--- src/rtl/stuff_pkg.sv ---
`default_nettype none
// +---------------------------------------------------------------------+
// | stuff_pkg : shared encodings and defaults for the bit-stuffing codec |
// | Rev 1.0                                                              |
// +---------------------------------------------------------------------+
package stuff_pkg;

   typedef enum logic {
      MODE_TX = 1'b0,
      MODE_RX = 1'b1
   } mode_e;

   typedef enum logic [1:0] {
      ST_HUNT = 2'd0,
      ST_DATA = 2'd1,
      ST_ERR  = 2'd2
   } rx_state_e;

   localparam int c_RUN_LEN_DEFAULT   = 6;
   localparam int c_SOP_ZEROS_DEFAULT = 7;

endpackage
`default_nettype wire

--- src/rtl/bit_stuff_codec_if.sv ---
`default_nettype none
// +---------------------------------------------------------------------+
// | bit_stuff_codec_if : serial bit-stream handshake in and out          |
// | Rev 1.0                                                              |
// +---------------------------------------------------------------------+
interface bit_stuff_codec_if;

   logic in_valid;
   logic in_bit;
   logic in_ready;
   logic out_valid;
   logic out_bit;

   modport master (
      output in_valid,
      output in_bit,
      input  in_ready,
      input  out_valid,
      input  out_bit
   );

   modport slave (
      input  in_valid,
      input  in_bit,
      output in_ready,
      output out_valid,
      output out_bit
   );

endinterface
`default_nettype wire

--- src/rtl/sat_counter.sv ---
`default_nettype none
// +---------------------------------------------------------------------+
// | sat_counter : up-counter that sticks at MAX, synchronous clear       |
// | Rev 1.0                                                              |
// +---------------------------------------------------------------------+
module sat_counter #(
   parameter int unsigned  W   = 4,
   parameter logic [W-1:0] MAX = '1
) (
   input  logic         clk,
   input  logic         rst,
   input  logic         clr,
   input  logic         inc,
   output logic [W-1:0] count
);

   logic [W-1:0] r_count;

   // Clear outranks increment so a clear never loses to a same-cycle event.
   always_ff @(posedge clk) begin
      if (rst || clr) begin
         r_count <= '0;
      end else if (inc && (r_count != MAX)) begin
         r_count <= r_count + W'(1);
      end
   end

   assign count = r_count;

endmodule
`default_nettype wire

--- src/rtl/bit_stuff_codec.sv ---
`default_nettype none
// +---------------------------------------------------------------------+
// | bit_stuff_codec : HDLC-style zero-bit stuffer (TX) / unstuffer (RX)  |
// | Rev 1.0                                                              |
// +---------------------------------------------------------------------+
module bit_stuff_codec
   import stuff_pkg::*;
#(
   parameter int RUN_LEN   = c_RUN_LEN_DEFAULT,
   parameter int SOP_ZEROS = c_SOP_ZEROS_DEFAULT,
   parameter int STAT_W    = 16
) (
   input  logic                  clk,
   input  logic                  rst,
   input  logic                  mode,
   input  logic                  start,
   input  logic                  recving,
   input  logic                  clr_stats,
   bit_stuff_codec_if.slave      bus,
   output logic                  sending,
   output logic                  stuff_err,
   output logic [STAT_W-1:0]     stuff_cnt
);

   localparam int c_RUN_W  = 4;
   localparam int c_ZERO_W = $clog2(SOP_ZEROS + 1);
   localparam logic [c_RUN_W-1:0]  c_RUN_MAX  = c_RUN_W'(RUN_LEN);
   localparam logic [c_ZERO_W-1:0] c_ZERO_MAX = c_ZERO_W'(SOP_ZEROS);

   rx_state_e             r_state;
   rx_state_e             w_state_nxt;
   mode_e                 w_mode;
   mode_e                 r_mode_q;
   logic                  w_mode_chg;
   logic                  r_out_valid;
   logic                  r_out_bit;
   logic                  r_stuff_err;
   logic                  w_ov_nxt;
   logic                  w_ob_nxt;
   logic                  w_err_nxt;
   logic                  w_run_clr;
   logic                  w_run_inc;
   logic                  w_zero_clr;
   logic                  w_zero_inc;
   logic                  w_stat_inc;
   logic                  w_in_ready;
   logic                  w_accept;
   logic                  w_stuff_due;
   logic [c_RUN_W-1:0]    w_run_cnt;
   logic [c_ZERO_W-1:0]   w_zero_cnt;

   assign w_mode      = mode_e'(mode);
   assign w_mode_chg  = (w_mode != r_mode_q);
   assign w_stuff_due = (w_run_cnt == c_RUN_MAX);

   // The flush cycle of a switch into TX takes no bit; RX always takes one.
   assign w_in_ready = (w_mode == MODE_RX) ? 1'b1 : (!w_mode_chg && !w_stuff_due);
   assign w_accept   = bus.in_valid && w_in_ready;

   always_ff @(posedge clk) begin
      r_mode_q <= w_mode;
   end

   always_ff @(posedge clk) begin
      if (rst) begin
         r_state <= ST_HUNT;
      end else begin
         r_state <= w_state_nxt;
      end
   end

   always_comb begin
      w_state_nxt = r_state;
      w_ov_nxt    = 1'b0;
      w_ob_nxt    = r_out_bit;
      w_err_nxt   = 1'b0;
      w_run_clr   = 1'b0;
      w_run_inc   = 1'b0;
      w_zero_clr  = 1'b0;
      w_zero_inc  = 1'b0;
      w_stat_inc  = 1'b0;
      if (w_mode_chg) begin
         w_state_nxt = ST_HUNT;
         w_run_clr   = 1'b1;
         w_zero_clr  = 1'b1;
      end else if (w_mode == MODE_TX) begin
         w_state_nxt = ST_HUNT;
         if (w_stuff_due) begin
            w_ov_nxt   = 1'b1;
            w_ob_nxt   = 1'b0;
            w_run_clr  = 1'b1;
            w_stat_inc = 1'b1;
         end else if (w_accept) begin
            w_ov_nxt = 1'b1;
            w_ob_nxt = bus.in_bit;
            if (start || !bus.in_bit) begin
               w_run_clr = 1'b1;
            end else begin
               w_run_inc = 1'b1;
            end
         end
      end else if (!recving) begin
         w_state_nxt = ST_HUNT;
         w_run_clr   = 1'b1;
         w_zero_clr  = 1'b1;
      end else begin
         case (r_state)
            ST_HUNT: begin
               if (bus.in_valid) begin
                  if (!bus.in_bit) begin
                     w_zero_inc = 1'b1;
                  end else if (w_zero_cnt == c_ZERO_MAX) begin
                     w_state_nxt = ST_DATA;
                     w_run_clr   = 1'b1;
                     w_zero_clr  = 1'b1;
                  end else begin
                     w_zero_clr = 1'b1;
                  end
               end
            end
            ST_DATA: begin
               if (bus.in_valid) begin
                  if (w_run_cnt != c_RUN_MAX) begin
                     w_ov_nxt = 1'b1;
                     w_ob_nxt = bus.in_bit;
                     if (bus.in_bit) begin
                        w_run_inc = 1'b1;
                     end else begin
                        w_run_clr = 1'b1;
                     end
                  end else if (!bus.in_bit) begin
                     w_run_clr  = 1'b1;
                     w_stat_inc = 1'b1;
                  end else begin
                     w_err_nxt   = 1'b1;
                     w_state_nxt = ST_ERR;
                  end
               end
            end
            default: begin
               w_state_nxt = r_state;
            end
         endcase
      end
   end

   always_ff @(posedge clk) begin
      if (rst) begin
         r_out_valid <= 1'b0;
         r_out_bit   <= 1'b0;
         r_stuff_err <= 1'b0;
      end else begin
         r_out_valid <= w_ov_nxt;
         r_out_bit   <= w_ob_nxt;
         r_stuff_err <= w_err_nxt;
      end
   end

   sat_counter #(.W(c_RUN_W), .MAX(c_RUN_MAX)) u_run_cnt (
      .clk   (clk),
      .rst   (rst),
      .clr   (w_run_clr),
      .inc   (w_run_inc),
      .count (w_run_cnt)
   );

   sat_counter #(.W(c_ZERO_W), .MAX(c_ZERO_MAX)) u_zero_cnt (
      .clk   (clk),
      .rst   (rst),
      .clr   (w_zero_clr),
      .inc   (w_zero_inc),
      .count (w_zero_cnt)
   );

   sat_counter #(.W(STAT_W), .MAX({STAT_W{1'b1}})) u_stat_cnt (
      .clk   (clk),
      .rst   (rst),
      .clr   (clr_stats),
      .inc   (w_stat_inc),
      .count (stuff_cnt)
   );

   assign bus.in_ready  = w_in_ready;
   assign bus.out_valid = r_out_valid;
   assign bus.out_bit   = r_out_bit;
   assign sending       = (r_state == ST_DATA);
   assign stuff_err     = r_stuff_err;

endmodule
`default_nettype wire

--- src/flat_wrapper.sv ---
// flat-port wrapper written by rule: the top's interface ports become plain ports
module bit_stuff_codec_flat import stuff_pkg::*;
#(
   parameter int RUN_LEN   = c_RUN_LEN_DEFAULT,
   parameter int SOP_ZEROS = c_SOP_ZEROS_DEFAULT,
   parameter int STAT_W    = 16
)
  (clk, rst, mode, start, recving, clr_stats, sending, stuff_err, stuff_cnt, bus_in_valid, bus_in_bit, bus_in_ready, bus_out_valid, bus_out_bit);
  bit_stuff_codec_if bus_i ();
  input  logic clk;
  input  logic rst;
  input  logic mode;
  input  logic start;
  input  logic recving;
  input  logic clr_stats;
  output logic sending;
  output logic stuff_err;
  output logic [STAT_W-1:0] stuff_cnt;
  input wire logic [$bits(bus_i.in_valid)-1:0] bus_in_valid;
  input wire logic [$bits(bus_i.in_bit)-1:0] bus_in_bit;
  output wire logic [$bits(bus_i.in_ready)-1:0] bus_in_ready;
  output wire logic [$bits(bus_i.out_valid)-1:0] bus_out_valid;
  output wire logic [$bits(bus_i.out_bit)-1:0] bus_out_bit;
  assign bus_i.in_valid = bus_in_valid;
  assign bus_i.in_bit = bus_in_bit;
  assign bus_in_ready = bus_i.in_ready;
  assign bus_out_valid = bus_i.out_valid;
  assign bus_out_bit = bus_i.out_bit;
  bit_stuff_codec #(.RUN_LEN(RUN_LEN), .SOP_ZEROS(SOP_ZEROS), .STAT_W(STAT_W)) u_core (.clk(clk), .rst(rst), .mode(mode), .start(start), .recving(recving), .clr_stats(clr_stats), .bus(bus_i), .sending(sending), .stuff_err(stuff_err), .stuff_cnt(stuff_cnt));
endmodule
--- config.mk ---
export PLATFORM = sky130hd
export DESIGN_NAME = bit_stuff_codec_flat
export DESIGN_NICKNAME = d
export VERILOG_FILES = /design/src/rtl/stuff_pkg.sv /design/src/rtl/bit_stuff_codec_if.sv /design/src/rtl/sat_counter.sv /design/src/rtl/bit_stuff_codec.sv /design/src/flat_wrapper.sv
export SDC_FILE = /design/constraint.sdc
export NUM_CORES = 1
export LEC_CHECK = 0
export CAP_MARGIN = 20
export CORE_ASPECT_RATIO = 1.1
export CORE_MARGIN = 2
export CORE_UTILIZATION = 35
export CTS_BUF_LIST = sky130_fd_sc_hd__clkbuf_8
export DETAILED_ROUTE_END_ITERATION = 16
export HOLD_SLACK_MARGIN = 0.12
export SYNTH_ARGS = -nofsm -noshare
export SYNTH_HDL_FRONTEND = slang
export SYNTH_SLANG_ARGS = --single-unit
--- constraint.sdc ---
create_clock -name clk -period 4.1 [get_ports clk]
set_clock_uncertainty 0.05 [all_clocks]
set_input_delay 0.41 -clock clk [delete_from_list [all_inputs] [get_ports clk]]
set_output_delay 0.41 -clock clk [all_outputs]
set_load 0.01 [all_outputs]
# After elaboration in Yosys (flattened, before gate mapping)
# Cells that the tools add are included.
[totals]
out_inout_bits = 21
inputBits = 8
word_cells = 113
regBits = 29
[classes]
add_sub_neg = 3
bitwise = 5
n_eq_ne = 17
reduce_logical = 20
muxes = 60
[op_table]
columns = ["operator", "count"]
rows = [
  ["1-bit 2-to-1 mux", 52],
  ["16-bit by 1-bit adder with 16-bit output, second input constant", 1],
  ["16-bit inequality test, second input constant", 1],
  ["2-bit by 1-bit inequality test with 1-bit output, second input constant", 7],
  ["2-bit 2-to-1 mux", 6],
  ["7-bit AND reduction", 1],
  ["7-bit OR reduction", 1],
  ["2-bit inequality test, second input constant", 3],
  ["6-bit AND reduction", 1],
  ["1-bit logical AND", 5],
  ["1-bit NOT", 5],
  ["4-bit by 1-bit adder with 4-bit output, second input constant", 1],
  ["4-bit by 3-bit == test with 1-bit output, second input constant", 1],
  ["1-bit logical OR", 4],
  ["4-bit by 3-bit inequality test with 1-bit output, second input constant", 1],
  ["2-bit one-hot mux with 2 select lines", 1],
  ["4-bit OR reduction", 1],
  ["3-bit by 1-bit adder with 3-bit output, second input constant", 1],
  ["3-bit == test, second input constant", 1],
  ["1-bit logical NOT", 3],
  ["3-bit inequality test, second input constant", 1],
  ["3-bit nonzero test", 1],
  ["2-bit by 1-bit == test with 1-bit output, second input constant", 1],
  ["2-bit logical NOT", 1],
  ["4 further kinds", 4],
]

# Logic depth before layout (Yosys ltp)
[logic_depth]
depth_word = 10
mapped_depth = 7
ltp_nobuf = 7

# Cells and area by module
# Synthesis repeated with hierarchy kept, for this count alone.
[unflattened]
cells_unflattened = 176
area_unflattened_um2 = 1579.0
[by_module_without_submodules]
columns = ["mod", "n_inst", "area_per_inst_um2", "seq_area_each_um2", "cells_each"]
rows = [
  ["sat_counter (u_core.u_stat_cnt)", 1, 847.1, 320.3, 95],
  ["bit_stuff_codec", 1, 377.9, 120.1, 46],
  ["sat_counter (u_core.u_run_cnt)", 1, 211.5, 80.1, 23],
  ["sat_counter (u_core.u_zero_cnt)", 1, 142.6, 60.1, 12],
]

# Worst setup path before layout
# OpenSTA, ideal clock, no wires.
[synth_path]
kind = "input -> register"
startpoint = "input bus_in_valid"
endpoint = "register u_core.u_stat_cnt.r_count[12], in the netlist u_core.u_stat_cnt.count[12]"
arrival_ns = 2.001
cell_stages = 7
t_required_ns = 3.932
path_slack_ns = 1.931
cell_sequence = "clkbuf_2 inv_1 o41a_1 buf_6 or3_4 or3_1 mux2i_1"
[synth_between]
elab_chain_cells = 6
[synth_rtl]
columns = ["item", "line_no", "source"]
rows = [
  ["start, declared", "flat_wrapper.sv:19", "input wire logic [$bits(bus_i.in_valid)-1:0] bus_in_valid;"],
  ["1-bit 2-to-1 mux", "bit_stuff_codec.sv:122", "if (bus.in_valid) begin"],
  ["1-bit 2-to-1 mux", "bit_stuff_codec.sv:107", "case (r_state)"],
  ["1-bit 2-to-1 mux", "bit_stuff_codec.sv:102", "end else if (!recving) begin"],
  ["1-bit 2-to-1 mux", "bit_stuff_codec.sv:86", "end else if (w_mode == MODE_TX) begin"],
  ["1-bit 2-to-1 mux", "bit_stuff_codec.sv:82", "if (w_mode_chg) begin"],
  ["1-bit logical AND", "sat_counter.sv:23", "end else if (inc && (r_count != MAX)) begin"],
  ["end signal, assigned", "sat_counter.sv:24", "r_count <= r_count + W'(1);"],
  ["end, declared", "sat_counter.sv:17", "logic [W-1:0] r_count;"],
]
# Every way passes these cells.
# A chain may end at the register's enable or synchronous reset.

# Worst setup path in the final report
[layout_path]
startpoint = "input bus_in_valid"
endpoint = "register u_core.u_stat_cnt.r_count[14], in the netlist u_core.u_stat_cnt.count[14]"
# The elaborated chain is that of the path after synthesis.

==> results.md <==
- IO Port Bufs: 28
- Post-synthesis sequential area ratio: 38.3%
- Area grow syn2layout: 27.0%
- Unrepaired setup endpoints after global routing: no
- Number of antenna violations at the first check in global routing: 0
- Cells after synthesis: approximately 180
- Crit Path Max Fanout: 10
- Max-Cap Viols: 0
- CP required: 4.26 ns
- Top Ports: 29
- Critical path's top delay family: simple AND/OR/NAND/NOR gates
- Main synth FF type: dfxtp_1
- Largest net degree at the start of global routing: 19
- Setup crit end kind: flop
- Clock Pin Slew Worst Setup and Hold Paths: roughly 0.06 ns
- Mapped Area: around 1500 um2
- Worst vdd ir: 0.163 mV
- DR WL/cell: roughly 13 um
- Final net count: approximately 220
- Worst-Skew Late Latency: around 0.28 ns
- Global Route Usage Sum: 14.7%
- Die height: 73.1 um
- Post-Syn Nets: 195
- Routed vias/inst: 5.31
- Crit path time final: 2.54 ns
- Number of placement rows: 25
- Synth cell types: 43
- Clock sinks: 29
- Via count: roughly 1400
- Hold buffers post-CTS: 0
- Pwr Density: approximately 300 nW/um2
- Critical path cell sequence: clkdlybuf4s50_1 -> inv_1 -> o41a_1 -> or3_4 -> or4_1 -> a21oi_1
- Final cycle utilization of the critical path: between 60% and 70%
- Synth async-reset ratio: 0%
- CTS root buf: clkbuf_8
- GPL Wtd Cong: 0.858
- CTS resizes: 0
- Fin cells: between 200 and 300
- Fmax: 0.394 GHz
- DR top layer: met4
- Max-slew headroom: 35.6%
- Critical Path Source Type: input port
- CTS buffer count: 5
- Layout cells sized above 1: 8.10%
- #FFs+latches synth: 29
- Hold crit path type: reg2reg
- WL met3: 215 um
- Global-route wire length before repair: roughly 5600 um
- Core area: 4220 um2
- CP Buf/Inv Count: 2
- Initial DRC count: 91
- Met1 Wirelength: ~1600 um
- GRT Residual Overflow: 0
- Count of pins over their slew limit: 0
- CTS H-tree lvls: 2
- Kind of critical path: in2reg
- Number of global-route vias before repair: 1251
- Post-synth EDFFs: 0
- Met2 wire length: 1510 um
- Final setup fails: 0
- DIE AREA: 4880 um2
- Diodes inserted: 0
- Final wirelength: 3370 um
- Die Wd: 66.8 um
- Initial Util: between 30% and 40%
- Post-detail-place hpwl: 2400 um
- Final Hold Fails: 0
- Slowest cell on the critical path: clkdlybuf4s50_1
- DRT Pass-1 Iters: 4
- Routed Antenna Nets: 0
- WP data arrival: about 2.7 ns
- Least-Margin Pin Slew: approximately 0.96 ns
- Critical Path Max Stage Delay: 0.62 ns
- Setup TNS: 0 ns
- Status: complete, no violations
- Clock tree buffer depth: 2
- Leak: ~0.64 nW
- Setup bufs post-CTS: 0
- Post-Place Cells: 256
- CTS tree: yes
- Ys Warns: 0
- Avg Cell Area, Syn: 8.34 um2
- DRC: 0
power breakdown:
part           total [mW]  switching, mW  leakage (nW)  internal, mW
sequential          0.284       0.000780         0.234         0.283
clock               0.263          0.111        0.0542         0.152
combinational      0.0296         0.0164         0.351        0.0132
cell usage in the layout, fill, tap and decap left out, types with 3 or more instances in the layout:
cell	Yosys	final
nor2_1	24	24
a21oi_1	7	7
mux2i_1	3	3
nand4_1	6	6
clkbuf_8	0	7
nor3_1	6	6
nand3_1	9	9
o21ai_0	3	3
xnor2_1	10	10
dfxtp_1	29	29
clkdlybuf4s50_1	0	28
and4_1	3	3
ha_1	5	5
nand2_1	13	13
nor4_1	9	9
a31oi_1	3	3
inv_1	8	8
or2_2	3	3
or3_1	4	4
final timing paths:
| check | slack (ns) | start | depth (start not counted) | endpoint |
|---|---|---|---|---|
| setup / recovery | 1.56 | bus_in_valid | 6 | u_core.u_stat_cnt.count[14]$_SDFFE_PP0P_ |
| setup reg to reg | 1.77 | u_core.u_run_cnt.count[0]$_SDFFE_PP0P_ | 6 | u_core.u_stat_cnt.count[14]$_SDFFE_PP0P_ |
| hold reg to reg | 0.41 | u_core.bus.out_bit$_SDFFE_PP0P_ | 2 | u_core.bus.out_bit$_SDFFE_PP0P_ |
| hold / removal | 0.41 | u_core.bus.out_bit$_SDFFE_PP0P_ | 2 | u_core.bus.out_bit$_SDFFE_PP0P_ |
registers in the layout (all words and copies together) (netlist names):
signal                   flops
u_core.u_stat_cnt.count     16
u_core.u_zero_cnt.count      3
u_core.bus.out_valid         1
u_core.r_state               2
u_core.bus.out_bit           1
u_core.stuff_err             1
u_core.r_mode_q              1
u_core.u_run_cnt.count       4
layout make-up:
class / count / area, um2
clock buffers: 7 / 96.3
clock inverters: 1 / 5.00
fillers: 427 / 2290
inverters: 8 / 30.0
multi-input cells: 137 / 868
flip-flops and latches: 29 / 581
well taps: 54 / 67.6
repair buffers: 28 / 280
cell usage after synthesis, types with 3 or more instances:
cell type / n / area share [%]
dfxtp_1: 29 / 38
nor2_1: 24 / 5.9
nand2_1: 13 / 3.2
xnor2_1: 10 / 5.8
nand3_1: 9 / 3.0
nor4_1: 9 / 3.7
inv_1: 8 / 2.0
a21oi_1: 7 / 2.3
nand4_1: 6 / 2.5
nor3_1: 6 / 2.0
clkbuf_1: 5 / 1.2
ha_1: 5 / 4.1
or3_1: 4 / 1.6
a31oi_1: 3 / 1.2
and4_1: 3 / 1.7
mux2i_1: 3 / 2.0
o21ai_0: 3 / 0.99
or2_2: 3 / 1.2
kinds of logic after synthesis:
family                     count (synthesis)  share of synthesized area, %
adders and majority gates                  5                          4.12
buffers and inverters                     16                          4.53
AOI/OAI and AO/OA                         28                          13.0
muxes                                      4                          2.72
DFF                                       29                          38.3
xor gates and xnor gates                  10                          5.77
and+or+nand+nor                           90                          31.6
through the flow:
stage	hold WS, ns	cell area (um2)	worst slack [ns]	util (%)	total power, mW
after floorplan	0.388	1520	1.93	-	0.307
after global placement	0.400	1830	1.35	43.3	0.320
after detailed placement	0.403	1830	1.31	43.3	0.320
after CTS	0.412	1930	1.58	45.7	0.582
after global routing	0.446	1930	1.44	45.7	0.595
final	0.408	1930	1.56	45.7	0.576
per-layer routing:
| layer | GRT usage (%) | vias up |
|---|---|---|
| met5 | 0 | - |
| met4 | 4.31 | 0 |
| met3 | 4.01 | 6 |
| met2 | 23.7 | 42 |
| li1 | - | 719 |
| met1 | 19.2 | 635 |
tightest hold or removal path, cell delays in order, from the launching register on:
cell,delay [ns]
dfxtp_1,0.31
nand2_1,0.05
a21oi_1,0.05
No activity file was read; power rests on OpenSTA's default activity.
